--- src/rtl/ysyx_23060180_mem_arbiter.sv ---
// Two-port memory arbiter: fetch (IF) and load/store (LS) share one memory port.
// Round-robin grants in IDLE; one outstanding transaction, response after RD_LAT cycles.
module ysyx_23060180_mem_arbiter #(
    parameter int unsigned RD_LAT = 1
) (
    input  logic        clk,
    input  logic        rst,

    input  logic        if_req,
    input  logic [31:0] if_addr,
    output logic        if_gnt,
    output logic        if_rvalid,
    output logic [31:0] if_rdata,

    input  logic        ls_req,
    input  logic        ls_we,
    input  logic [31:0] ls_addr,
    input  logic [31:0] ls_wdata,
    input  logic [3:0]  ls_wmask,
    output logic        ls_gnt,
    output logic        ls_rvalid,
    output logic [31:0] ls_rdata,

    output logic        mem_rd,
    output logic        mem_wr,
    output logic [31:0] mem_addr,
    output logic [31:0] mem_wdata,
    output logic [3:0]  mem_wmask,
    input  logic [31:0] mem_rdata
);

    typedef enum logic {
        IDLE = 1'b0,
        WAIT = 1'b1
    } state_t;

    localparam logic [2:0] LAT = 3'(RD_LAT);

    state_t     state;
    logic       last_ls;   // 1 = LS was granted last, 0 = IF
    logic       owner_ls;
    logic       owner_we;
    logic [2:0] cnt;

    logic       can_grant;
    logic       resp;

    // Grants and the memory command are combinational and gated by rst so
    // every output reads 0 while reset is held.
    always_comb begin
        // NOTE: every always_comb output gets a default first so no path leaves it unassigned (no latch).
        can_grant = (state == IDLE) && !rst;
        if_gnt    = 1'b0;
        ls_gnt    = 1'b0;
        mem_rd    = 1'b0;
        mem_wr    = 1'b0;
        mem_addr  = '0;
        mem_wdata = '0;
        mem_wmask = '0;

        if (can_grant) begin
            if_gnt = if_req && (!ls_req || last_ls);
            ls_gnt = ls_req && (!if_req || !last_ls);
        end

        if (if_gnt) begin
            mem_rd   = 1'b1;
            mem_addr = if_addr;
        end else if (ls_gnt) begin
            mem_addr = ls_addr;
            if (ls_we) begin
                mem_wr    = 1'b1;
                mem_wdata = ls_wdata;
                mem_wmask = ls_wmask;
            end else begin
                mem_rd = 1'b1;
            end
        end
    end

    // Response slot: cnt counts 1..RD_LAT in WAIT, the RD_LAT-th cycle is the reply.
    always_comb begin
        resp      = (state == WAIT) && (cnt == LAT) && !rst;
        if_rvalid = resp && !owner_ls;
        ls_rvalid = resp && owner_ls;
        if_rdata  = if_rvalid ? mem_rdata : '0;
        ls_rdata  = (ls_rvalid && !owner_we) ? mem_rdata : '0;
    end

    always_ff @(posedge clk or posedge rst) begin
        // NOTE: state registers use non-blocking assignments so every flop samples pre-edge values.
        if (rst) begin
            state    <= IDLE;
            last_ls  <= 1'b0;
            owner_ls <= 1'b0;
            owner_we <= 1'b0;
            cnt      <= 3'd0;
        end else begin
            case (state)
                IDLE: begin
                    if (if_gnt || ls_gnt) begin
                        state    <= WAIT;
                        owner_ls <= ls_gnt;
                        owner_we <= ls_gnt && ls_we;
                        last_ls  <= ls_gnt;
                        cnt      <= 3'd1;
                    end
                end
                WAIT: begin
                    if (cnt == LAT) begin
                        state <= IDLE;
                        cnt   <= 3'd0;
                    end else begin
                        cnt <= cnt + 3'd1;
                    end
                end
                default: state <= IDLE;
            endcase
        end
    end

endmodule

--- config.mk ---
export PLATFORM = sky130hd
export DESIGN_NAME = ysyx_23060180_mem_arbiter
export DESIGN_NICKNAME = d
export VERILOG_FILES = /design/src/rtl/ysyx_23060180_mem_arbiter.sv
export SDC_FILE = /design/constraint.sdc
export NUM_CORES = 1
export LEC_CHECK = 0
export BUFFER_PORTS_ARGS = -buffer_cell sky130_fd_sc_hd__buf_4
export CAP_MARGIN = 5
export CORE_AREA = 2 2 108 110
export CTS_BUF_LIST = sky130_fd_sc_hd__clkbuf_4
export CTS_CLUSTER_SIZE = 16
export DETAILED_ROUTE_END_ITERATION = 12
export DIE_AREA = 0 0 110 112
export PLACE_DENSITY = 0.57
export SLEW_MARGIN = 20
export SYNTH_ARGS = -nofsm -noshare
export SYNTH_HDL_FRONTEND = slang
export SYNTH_SLANG_ARGS = --single-unit
--- constraint.sdc ---
create_clock -name clk -period 3 [get_ports clk]
set_input_delay 0.45 -clock clk [delete_from_list [all_inputs] [get_ports clk]]
set_output_delay 0.45 -clock clk [all_outputs]
set_load 0.02 [all_outputs]
Word level (Yosys, flattened, before mapping)
Cells that the tools add are included.
Widths: inputs -> output; s select.
{"block": "totals", "regBits": 6, "wordCells": 50, "output_inout_bits": 138, "inputBits": 137}
{"block": "classes", "eq_ne": 2, "n_bitwise": 1, "mux": 24, "addsub": 1, "n_reduce_logical": 18}
{"op": "$mux 32", "n": 7}
{"op": "$mux 4", "n": 3}
{"op": "$mux 1", "n": 10}
{"op": "$logic_and 1x1->1", "n": 9}
{"op": "$mux 3", "n": 2}
{"op": "$pmux 3 s2", "n": 1}
{"op": "$logic_not 1->1", "n": 5}
{"op": "$add 3x1->3 const B", "n": 1}
{"op": "$eq 3x1->1 const B", "n": 1}
{"op": "$logic_or 1x1->1", "n": 3}
{"op": "$ne 2x1->1 const B", "n": 1}
{"op": "$pmux 1 s2", "n": 1}
{"op": "$reduce_and 2->1", "n": 1}
{"op": "$not 1->1", "n": 1}

Depth between registers and ports, before layout
Gate-level depths: netlist of run 1.
{"block": "logic_depth", "word_depth": 7, "depth_mapped": 4, "depth_no_buf": 3}

Worst setup path after synthesis of run 1
Ideal clock, no wire load.
{"block": "synth_timing", "kind": "input port to output port", "startpoint": "in rst", "endpoint": "out mem_wdata[28]", "t_arrival_ps": 1617, "t_required_ps": 2550, "n_path_buf": 1, "slack_ps": 933, "path_stages": 4, "path_cell_list": "or3b_1 -> a21oi_2 -> buf_2 -> and3_1"}
{"block": "synth_between", "elab_chain_len": 5, "elab_cells_between_ends": 6, "classes_between": "mux: 4; reduce/logical: 2"}
{"item": "start, declared", "line_no": "7", "rtl": "input logic rst,"}
{"item": "$logic_not 1->1 (no line)"}
{"item": "$logic_and 1x1->1", "line_no": "52", "rtl": "can_grant = (state == IDLE) && !rst;"}
{"item": "$mux 1", "line_no": "61", "rtl": "if (can_grant) begin"}
{"item": "named net ls_gnt", "line_no": "20", "rtl": "output logic ls_gnt,"}
{"item": "$mux 32", "line_no": "69", "rtl": "end else if (ls_gnt) begin"}
{"item": "$mux 32", "line_no": "66", "rtl": "if (if_gnt) begin"}
{"item": "end, declared", "line_no": "27", "rtl": "output logic [31:0] mem_wdata,"}
The timed path passes the listed nets, and every way through them passes these cells.

Final worst setup path of run 1
{"block": "layout_timing", "startpoint": "reg state", "endpoint": "out mem_addr[1]"}
{"block": "layout_between", "elab_chain_len": 5, "elab_cells_between_ends": 6, "classes_between": "mux: 4; bitwise: 1; reduce/logical: 1"}
{"item": "start, declared", "line_no": "39", "rtl": "state_t state;"}
{"item": "start signal, assigned", "line_no": "93", "rtl": "state <= IDLE;"}
{"item": "start signal, assigned", "line_no": "102", "rtl": "state <= WAIT;"}
{"item": "start signal, assigned", "line_no": "111", "rtl": "state <= IDLE;"}
{"item": "$not 1->1 (no line) (*)"}
{"item": "$logic_and 1x1->1 (*)", "line_no": "52"}
{"item": "$mux 1", "line_no": "61"}
{"item": "$mux 32", "line_no": "69"}
{"item": "$mux 32 (*)", "line_no": "66"}
{"item": "end, declared", "line_no": "26", "rtl": "output logic [31:0] mem_addr,"}
Every way passes the cells marked *; elsewhere a longest branch is shown, timed or not.

==> results of run 1 <==
metal layers:
metal | global-route usage | routed length [um] | vias up
li1 | - | - | 1233
met1 | 0.139 | 3190 | 1120
met2 | 0.244 | 4590 | 156
met3 | 0.0457 | 1140 | 7
met4 | 0.0287 | 112 | 0
met5 | 0 | 0 | -
cell type report:
| type | instances | area share |
|---|---|---|
| Multi-Input combinational cell | 160 | 0.312 |
| Clock buffer | 3 | 0.00626 |
| Tap cell | 143 | 0.0497 |
| Inverter | 4 | 0.00417 |
| Timing Repair Buffer | 279 | 0.586 |
| Sequential cell | 6 | 0.0417 |
kinds of logic after synthesis:
| group | synth area share |
|---|---|
| AO/OA/AOI/OAI | 0.249 |
| AND/OR/NAND/NOR | 0.542 |
| flip-flops | 0.106 |
| buffers and inverters | 0.102 |
power by group:
| group | internal (W) | total (W) | switching (W) |
|---|---|---|---|
| Sequential | 0.000104 | 0.000147 | 0.0000436 |
| Clock | 0.0000455 | 0.0000789 | 0.0000334 |
| Combinational | 0.000482 | 0.00104 | 0.000556 |
| Total | 0.000631 | 0.00126 | 0.000633 |
state kept, by name, summed over array words and instances (netlist names):
register	count
owner_we	1
state	1
cnt	3
owner_ls	1
worst paths after layout:
| check | to | depth (start not counted) |
|---|---|---|
| setup / recovery | mem_addr[1] | 5 |
| hold reg to reg | cnt[2]$_DFFE_PP0P_ | 1 |
| min in group clk | cnt[2]$_DFFE_PP0P_ | 1 |
| setup reg to reg | owner_we$_DFFE_PP0P_ | 3 |
| max in group asynchronous | cnt[1]$_DFFE_PP0P_ | 2 |
| hold / removal | state$_DFF_PP0_ | 2 |
cells in the mapped netlist, types with 3 or more instances:
| cell | n | area (sq um) |
|---|---|---|
| clkbuf_1 | 8 | 30.0 |
| buf_6 | 3 | 33.8 |
| nor2_1 | 4 | 15.0 |
| and2_2 | 3 | 22.5 |
| dfrtp_1 | 6 | 150 |
| a22o_1 | 34 | 298 |
| inv_1 | 4 | 15.0 |
| and3_1 | 69 | 432 |
| o21ai_0 | 3 | 15.0 |
| nand2_1 | 3 | 11.3 |
| buf_2 | 13 | 65.1 |
| and2_1 | 31 | 194 |
worst max-delay path, delay by kind of cell (launching register included):
kind / cells / cell delay [ns]
buf+inv: 2 / 0.44
compound gates: 2 / 0.53
simple gates: 1 / 0.46
flops: 1 / 0.49
cell usage in the layout, fill, tap and decap left out, drive strengths merged:
cell and n:
inv 4, o21ai 3, and3 69, a22o 34, dfrtp 6, clkbuf 3
nand3 1, o311ai 1, nor2 4, nand2 3, nor3b 1, buf 279
or3 1, nand3b 1, a21oi 3, nor4b 1, a21o 1, and2 34
or3b 3
per-stage QoR:
step | hold WS [ns] | instances
finish | 0.169 | 595
global route | 0.183 | 595
CTS | 0.178 | 595
detailed placement | 0.448 | 592
global placement | 0.438 | 592
floorplan | 0.241 | 194
==> qor.csv, run 1 <==
stage,metric,value,unit
outcome,status,finished clean,
setup_path,rrSetupSlack,1.49,ns
synth,synth_edf_count,0,
timing,setup_tns,0,ns
final_layout,fill_cells,1194,
timing,worst_pin_slew,0.362,ns
timing,fmax,0.377,GHz
timing,rsz0062_at_grt,no,
floorplanning,dieWidth,110,um
place,pre_cts_slack,0.519,ns
timing,setup_ws,0.350,ns
place,gp_congestion,0.908,
synth,syn-cell-area,1410,sq um
setup_path,arrival,2.20,ns
global_route,grt_pass1_vias,2343,
final_layout,multi_input_area,1120,sq um
final_layout,layout.area.seq,150,sq um
global_route,grt_start_max_net_pins,61,
pwr,ir_worst_vdd,137,uV
timing,finalHoldViolations,0,
clocking,clockBufferDepth,2,
synth,syn_avg_cell_area,7.27,sq um
place,numPortBuffers,274,
global_route,grt_usage,0.131,
clocking,htreeDepth,1,
global_route,overflow,0,
pwr,p_per_area,352,nW/um^2
flow_run,maxCapViolCount,0,
timing,min_period,2.65,ns
synth,synth.distinct_cells,23,
pwr,p_total,0.00126,W
clocking,clkLatencyLatePin,0.25,ns
synth,synth_ff_type,dfrtp_1,
synth,ys.warnings.count,0,
floorplanning,die_h,112,um
floorplanning,core,11200,sq um
timing,slew_headroom,0.759,
pwr,power.leakage,2.23,nW
clocking,post_cts_resize_count,0,
clocking,tritoncts,yes,
timing,drv_slew,0,
global_route,grt_first_pass_wirelength,12.6,mm
floorplanning,core.rowCount,39,
setup_path,cp_max_fo,60,
synth,syn_inst,194,
final_layout,final_util,0.322,
setup_path,crit_chain,"or3b_1, a21oi_4, buf_12, a22o_1, buf_4",
setup_path,critPathMaxStageDelay,0.49,ns
floorplanning,die_area,12300,sq um
setup_path,cp.required,2.55,ns
route,ant_nets,0,
timing,finClkSkew,0.00155,ns
clocking,hold_buffers,0,
clocking,cts_sinks,6,
floorplanning,pin_count,275,
clocking,cts_buffers,3,
final_layout,num_antenna_cells,0,
route,viasPerCell,4.23,
setup_path,critPathSlowestCell,dfrtp_1,
setup_path,crit_type,reg2out,
route,drtIter0Drc,125,
setup_path,crit_start,state$_DFF_PP0_,
clocking,clk_pin_slew,0.05,ns
setup_path,crit_path_end_kind,output pin,
synth,async_flop_share,1.00,
route,routedWlPerCell,15.2,um
place,post_dp_cell_area,3570,sq um
final_layout,num-nets-final,591,
route,wirelength,9.03,mm
global_route,grt_antenna_before_repair,0,
synth,syn-num-nets,331,
route,dr.pass1.iters,6,
synth,synth-seq-area-share,0.106,
setup_path,worstReg2RegStart,state$_DFF_PP0_,
route,drc,0,
timing,setup_viol,0,
clocking,cts_root_buf,clkbuf_4,
clocking,postCtsSetupBuffers,0,
floorplanning,start_util,0.126,
final_layout,drive_gt1_frac,0.642,
timing,fin_crit_sh,0.883,
final_layout,postLayoutCellArea,3600,sq um
setup_path,critPathLaunchType,flop,
min_path,hp-class,in2async,
route,dr_total_vias,2516,
final_layout,area_growth,155,%
synth,synth-seq-cells,6,
(Power assumes the default switching activity.)
==> run 2, diff against run 1 <==
--- a/config.mk
+++ b/config.mk
@@ -13,6 +13,7 @@
 export DETAILED_ROUTE_END_ITERATION = 12
 export DIE_AREA = 0 0 110 112
 export PLACE_DENSITY = 0.57
+export SETUP_SLACK_MARGIN = 0.5
 export SLEW_MARGIN = 20
 export SYNTH_ARGS = -nofsm -noshare
 export SYNTH_HDL_FRONTEND = slang
==> qor.csv, run 2 (synthesis gave the netlist of run 1 again) <==
stage,metric,value,unit,change
clocking,tritoncts,yes,,
final_layout,num_antenna_cells,0,,unchanged
floorplanning,die_h,112,um,unchanged
pwr,p_sw,0.000641,W,+1.2%
route,wirelength,9.23,mm,+2.1%
timing,drv_slew,0,,unchanged
global_route,grt_antenna_before_repair,0,,unchanged
floorplanning,dieWidth,110,um,unchanged
timing,slew_headroom,0.812,,+0.0538
floorplanning,core,11200,sq um,unchanged
place,gp_congestion,0.908,,unchanged
route,viasPerCell,4.29,,+1.6%
setup_path,crit_type,reg2out,,
final_layout,top_register,cnt,,
setup_path,critPathSlowestCell,dfrtp_2,,
place,pre_cts_slack,0.519,ns,unchanged
final_layout,drive_gt1_frac,0.645,,+0.00378
global_route,overflow,0,,unchanged
final_layout,final_common_cell,buf_4,,
setup_path,critPathMaxStageDelay,0.47,ns,-0.02 ns
pwr,power.leakage,2.25,nW,+0.78%
timing,fmax,0.413,GHz,+9.4%
timing,setup_viol,0,,unchanged
clocking,cts_root_buf,clkbuf_4,,
floorplanning,start_util,0.126,,unchanged
clocking,htreeDepth,1,,unchanged
setup_path,critPathLaunchType,flop,,
flow_run,maxCapViolCount,0,,unchanged
route,drc,0,,unchanged
pwr,clkPwrFrac,0.061,,about the same
clocking,clk_pin_slew,0.05,ns,about the same
global_route,grt_pass1_vias,2353,,+0.43%
global_route,grt_first_pass_wirelength,12.6,mm,+0.10%
pwr,ir_worst_vdd,138,uV,+0.11%
pwr,seqPwrFrac,0.115,,-0.002
setup_path,crit_end,mem_wdata[21],,
setup_path,cp.required,2.55,ns,about the same
setup_path,crit_path_end_kind,output pin,,
pwr,p_int,0.000649,W,+2.8%
timing,setup_ws,0.578,ns,+0.228 ns
route,dr_total_vias,2564,,+1.9%
pwr,power_frac_comb,0.824,,+0.003
setup_path,crit_chain,"or3b_1, a21oi_4, clkbuf_16, and3_1, buf_4",,
timing,min_period,2.42,ns,-0.228 ns
timing,fin_crit_sh,0.807,,-0.0762
final_layout,final_cell_mix,"276 x buf_4, 69 x and3_1, 34 x a22o_1",,
timing,finClkSkew,0.00157,ns,+0.0000121 ns
setup_path,reg2regPathDepth,4,,+1
setup_path,rrSetupSlack,1.46,ns,-0.03 ns
clocking,clkLatencyLatePin,0.25,ns,about the same
timing,worst_pin_slew,0.281,ns,-0.0806 ns
floorplanning,die_area,12300,sq um,unchanged
timing,rsz0062_at_grt,yes,,
clocking,cts_buffers,3,,unchanged
setup_path,cp_max_fo,30,,-50%
pwr,switching_share,0.497,,-0.00388
final_layout,area_growth,158,%,
final_layout,largest_reg_flops,3,,unchanged
route,ant_nets,0,,unchanged
setup_path,crit_start,state$_DFF_PP0_,,
timing,setup_tns,0,ns,unchanged
global_route,grt_usage,0.131,,about the same
place,numPortBuffers,274,,unchanged
setup_path,r2r-end,owner_we$_DFFE_PP0P_,,
setup_path,worstReg2RegStart,state$_DFF_PP0_,,
clocking,clockBufferDepth,2,,unchanged
route,dr.pass1.iters,6,,unchanged
timing,finalHoldViolations,0,,unchanged
floorplanning,core.rowCount,39,,unchanged
clocking,hold_buffers,0,,unchanged
route,routedWlPerCell,15.5,um,+1.8%
final_layout,num-nets-final,593,,+0.34%
outcome,status,finished clean,,
floorplanning,pin_count,275,,unchanged
min_path,hp-class,in2async,,
route,drtIter0Drc,133,,+6.4%
clocking,cts_sinks,6,,unchanged
setup_path,arrival,1.97,ns,-0.23 ns
global_route,grt_start_max_net_pins,61,,unchanged
pwr,p_per_area,354,nW/um^2,+0.73%
-- run 2: cell types whose count changed in the layout (fill, tap and decap cells not counted), sizes merged --
| cell | delta |
|---|---|
| clkbuf | +1 |
| buf | +1 |
-- run 2: critical path: cells and delay by family (launching register included) --
kind	cells	cell delay (ns)
compound gates	1	0.23
buf+inv	2	0.39
flops	1	0.47
simple gates	2	0.61
-- run 2: worst min-delay path by stage --
| stage | to | slack, ns | cells after the start |
|---|---|---|---|
| floorplan | cnt[0]$_DFFE_PP0P_ | 0.24 | 1 |
| global placement | cnt[1]$_DFFE_PP0P_ | 0.44 | 2 |
| detailed placement | cnt[0]$_DFFE_PP0P_ | 0.45 | 2 |
| CTS | state$_DFF_PP0_ | 0.18 | 2 |
| global route | owner_we$_DFFE_PP0P_ | 0.18 | 2 |
| finish | owner_we$_DFFE_PP0P_ | 0.17 | 2 |
-- run 2: per-stage QoR --
step / util / power [W] / area, sq um / hold slack, ns / std cells
floorplan: - / 0.000710 / 1410 / 0.241 / 194
global placement: 0.320 / 0.00119 / 3570 / 0.438 / 592
detailed placement: 0.320 / 0.00120 / 3570 / 0.448 / 592
CTS: 0.323 / 0.00128 / 3600 / 0.178 / 596
global route: 0.326 / 0.00138 / 3640 / 0.183 / 597
finish: 0.326 / 0.00129 / 3640 / 0.166 / 597
-- run 2: layout make-up --
cell class	instances	area [sq um]
clock buffers	3	22.5
fillers	1190	7530
inverters	4	15.0
multi-input cells	160	1120
flip-flops and latches	6	151
well taps	143	179
repair buffers	281	2150
-- run 2: per-layer routing --
layer  track usage  up-vias  part of all wire
li1              -     1237                 -
met1         0.139     1155              0.35
met3        0.0457        7              0.12
met5             0        -                 0
met2         0.245      165              0.51
met4        0.0287        0             0.012
-- run 2: repair_timing --
item	CTS	global route
setup endpoints to repair	59	86
gates cloned	0	1
pin swaps	0	0
gates resized for setup	0	4
buffers inserted	1	0
-- run 2: power by group through the flow --
stage / logic, W / clock network [W] / registers [W]
5_1_grt: 0.00114 / 0.0000867 / 0.000154
6_report: 0.00106 / 0.0000789 / 0.000149
3_5_place_dp: 0.00105 / 0 / 0.000147
2_1_floorplan: 0.000583 / 0 / 0.000127
3_3_place_gp: 0.00104 / 0 / 0.000147
4_1_cts: 0.00106 / 0.0000796 / 0.000147
==> run 3, diff against run 2 <==
--- a/config.mk
+++ b/config.mk
@@ -7,12 +7,12 @@
 export LEC_CHECK = 0
 export BUFFER_PORTS_ARGS = -buffer_cell sky130_fd_sc_hd__buf_4
 export CAP_MARGIN = 5
-export CORE_AREA = 2 2 108 110
+export CORE_AREA = 2 2 105 107
 export CTS_BUF_LIST = sky130_fd_sc_hd__clkbuf_4
 export CTS_CLUSTER_SIZE = 16
 export DETAILED_ROUTE_END_ITERATION = 12
-export DIE_AREA = 0 0 110 112
-export PLACE_DENSITY = 0.57
+export DIE_AREA = 0 0 107 109
+export PLACE_DENSITY = 0.59
 export SETUP_SLACK_MARGIN = 0.5
 export SLEW_MARGIN = 20
 export SYNTH_ARGS = -nofsm -noshare
==> constraint.sdc (replaced) <==
create_clock -name clk -period 2.4 [get_ports clk]
set_input_delay 0.36 -clock clk [delete_from_list [all_inputs] [get_ports clk]]
set_output_delay 0.36 -clock clk [all_outputs]
set_load 0.02 [all_outputs]
==> qor.csv, run 3 (synthesis gave the netlist of run 1 again) <==
stage,metric,value,unit,change
outcome,status,finished clean,,
timing,setup_tns,0,ns,unchanged
route,ant_nets,0,,unchanged
setup_path,cp_max_fo,8,,-73%
timing,finalHoldViolations,0,,unchanged
floorplanning,core.rowCount,38,,-2.6%
final_layout,num_antenna_cells,0,,unchanged
global_route,grt_antenna_before_repair,0,,unchanged
place,pre_cts_slack,0.266,ns,-0.253 ns
timing,setup_viol,0,,unchanged
place,numPortBuffers,274,,unchanged
pwr,power_frac_comb,0.883,,+0.059
final_layout,top_register,cnt,,
timing,fmax,0.438,GHz,
final_layout,final_common_cell,buf_4,,
pwr,switching_share,0.433,,-0.0637
timing,setup_ws,0.119,ns,-0.459 ns
route,routedWlPerCell,17.6,um,+14%
clocking,cts_sinks,6,,unchanged
final_layout,num-nets-final,630,,+6.2%
route,dr.pass1.iters,4,,-2
timing,min_period,2.28,ns,
clocking,clockBufferDepth,2,,unchanged
global_route,grt_usage,0.152,,+0.0206
clocking,hold_buffers,0,,unchanged
route,drtIter0Drc,101,,-24%
setup_path,crit_path_end_kind,output pin,,
clocking,tritoncts,yes,,
floorplanning,pin_count,275,,unchanged
floorplanning,core,10600,sq um,-5.1%
pwr,ir_worst_vdd,222,uV,+61%
timing,slew_headroom,0.739,,-0.0730
clocking,cts_root_buf,clkbuf_4,,
clocking,htreeDepth,1,,unchanged
min_path,hp-class,in2async,,
clocking,cts_buffers,3,,unchanged
global_route,overflow,0,,unchanged
pwr,p_sw,0.000972,W,+52%
floorplanning,dieWidth,107,um,-2.7%
route,dr_total_vias,2771,,+8.1%
pwr,p_per_area,451,nW/um^2,+27%
place,dp_hpwl,7.25,mm,
final_layout,area_growth,252,%,
timing,worst_pin_slew,0.391,ns,+0.110 ns
floorplanning,die_area,11700,sq um,-5.3%
final_layout,layoutNonFillerInstCount,631,,+5.7%
pwr,p_int,0.00127,W,+96%
setup_path,reg2regPathDepth,7,,+3
pwr,clkPwrFrac,0.043,,-0.018
pwr,seqPwrFrac,0.074,,-0.041
setup_path,cp.required,2.04,ns,-0.51 ns
floorplanning,die_h,109,um,-2.7%
global_route,grt_start_max_net_pins,40,,-34%
route,drc,0,,unchanged
place,place_inst,590,,-0.34%
global_route,grt_first_pass_wirelength,14.0,mm,+11%
pwr,power.leakage,2.56,nW,+14%
route,wirelength,11.1,mm,+21%
timing,drv_slew,0,,unchanged
clocking,clkLatencyLatePin,0.24,ns,about the same
setup_path,arrival,1.92,ns,-0.05 ns
final_layout,final_cell_mix,"183 x buf_4, 112 x buf_6, 52 x and3_4",,
place,gp_congestion,0.796,,-12%
route,viasPerCell,4.39,,+2.3%
timing,rsz0062_at_grt,yes,,
floorplanning,start_util,0.133,,+0.00681
final_layout,drive_gt1_frac,0.829,,+0.184
setup_path,rrSetupSlack,0.78,ns,-0.68 ns
global_route,grt_pass1_vias,2586,,+9.9%
timing,fin_crit_sh,0.950,,
clocking,clk_pin_slew,0.05,ns,about the same
timing,finClkSkew,0.00278,ns,+0.00121 ns
final_layout,largest_reg_flops,3,,unchanged
setup_path,crit_type,reg2out,,
setup_path,critPathLaunchType,flop,,
final_layout,fill_cells,1027,,-14%
flow_run,maxCapViolCount,0,,unchanged
-- run 3: worst max-delay path, stage by stage (launching register included) --
cell,delay [ns]
dfrtp_1,0.38
or3b_4,0.44
nor4b_4,0.26
buf_4,0.19
clkbuf_16,0.15
and2_4,0.14
buf_6,0.11
-- run 3: layout make-up --
type	instances	area, sq um	area share
Clock buffer	3	22.5	0.00453
Inverter	4	15.0	0.00302
Multi-Input combinational cell	160	1440	0.291
Sequential cell	6	151	0.0305
Tap cell	140	175	0.0353
Timing Repair Buffer	318	3160	0.636
-- run 3: worst paths after layout --
kind,from,end
max in group asynchronous,rst,state$_DFF_PP0_
min reg2reg,owner_we$_DFFE_PP0P_,owner_we$_DFFE_PP0P_
min,rst,cnt[2]$_DFFE_PP0P_
min in group clk,rst,cnt[2]$_DFFE_PP0P_
max,cnt[2]$_DFFE_PP0P_,if_rdata[11]
max reg2reg,state$_DFF_PP0_,owner_we$_DFFE_PP0P_
-- run 3: power groups by stage --
stage	Combinational [W]	Clock (W)	Sequential, W
2_1_floorplan	0.000730	0	0.000159
3_3_place_gp	0.00129	0	0.000182
3_5_place_dp	0.00130	0	0.000184
4_1_cts	0.00161	0.0000974	0.000165
5_1_grt	0.00208	0.000107	0.000171
6_report	0.00198	0.0000958	0.000166
-- run 3: timing repair --
action / 4_1_cts / 5_1_grt
pin swaps: 2 / 72
setup buffers: 15 / 6
endpoints found under the setup margin: 138 / 138
cloned: 7 / 10
resized for setup: 64 / 135
-- run 3: metrics by stage --
| stage | hold slack (ns) | utilization | cell area (sq um) | total power (W) |
|---|---|---|---|---|
| 2_1_floorplan | 0.151 | - | 1420 | 0.000889 |
| 3_3_place_gp | 0.346 | 0.340 | 3600 | 0.00147 |
| 3_5_place_dp | 0.355 | 0.340 | 3600 | 0.00148 |
| 4_1_cts | 0.0931 | 0.392 | 4160 | 0.00188 |
| 5_1_grt | 0.108 | 0.469 | 4970 | 0.00236 |
| 6_report | 0.103 | 0.469 | 4970 | 0.00224 |
-- run 3: metal layers --
layer	vias to the layer above	GRT usage	part of all wire
li1	1323	-	-
met3	4	0.0442	0.090
met4	0	0.0288	0.0040
met1	1285	0.164	0.36
met2	159	0.293	0.55
met5	-	0	0
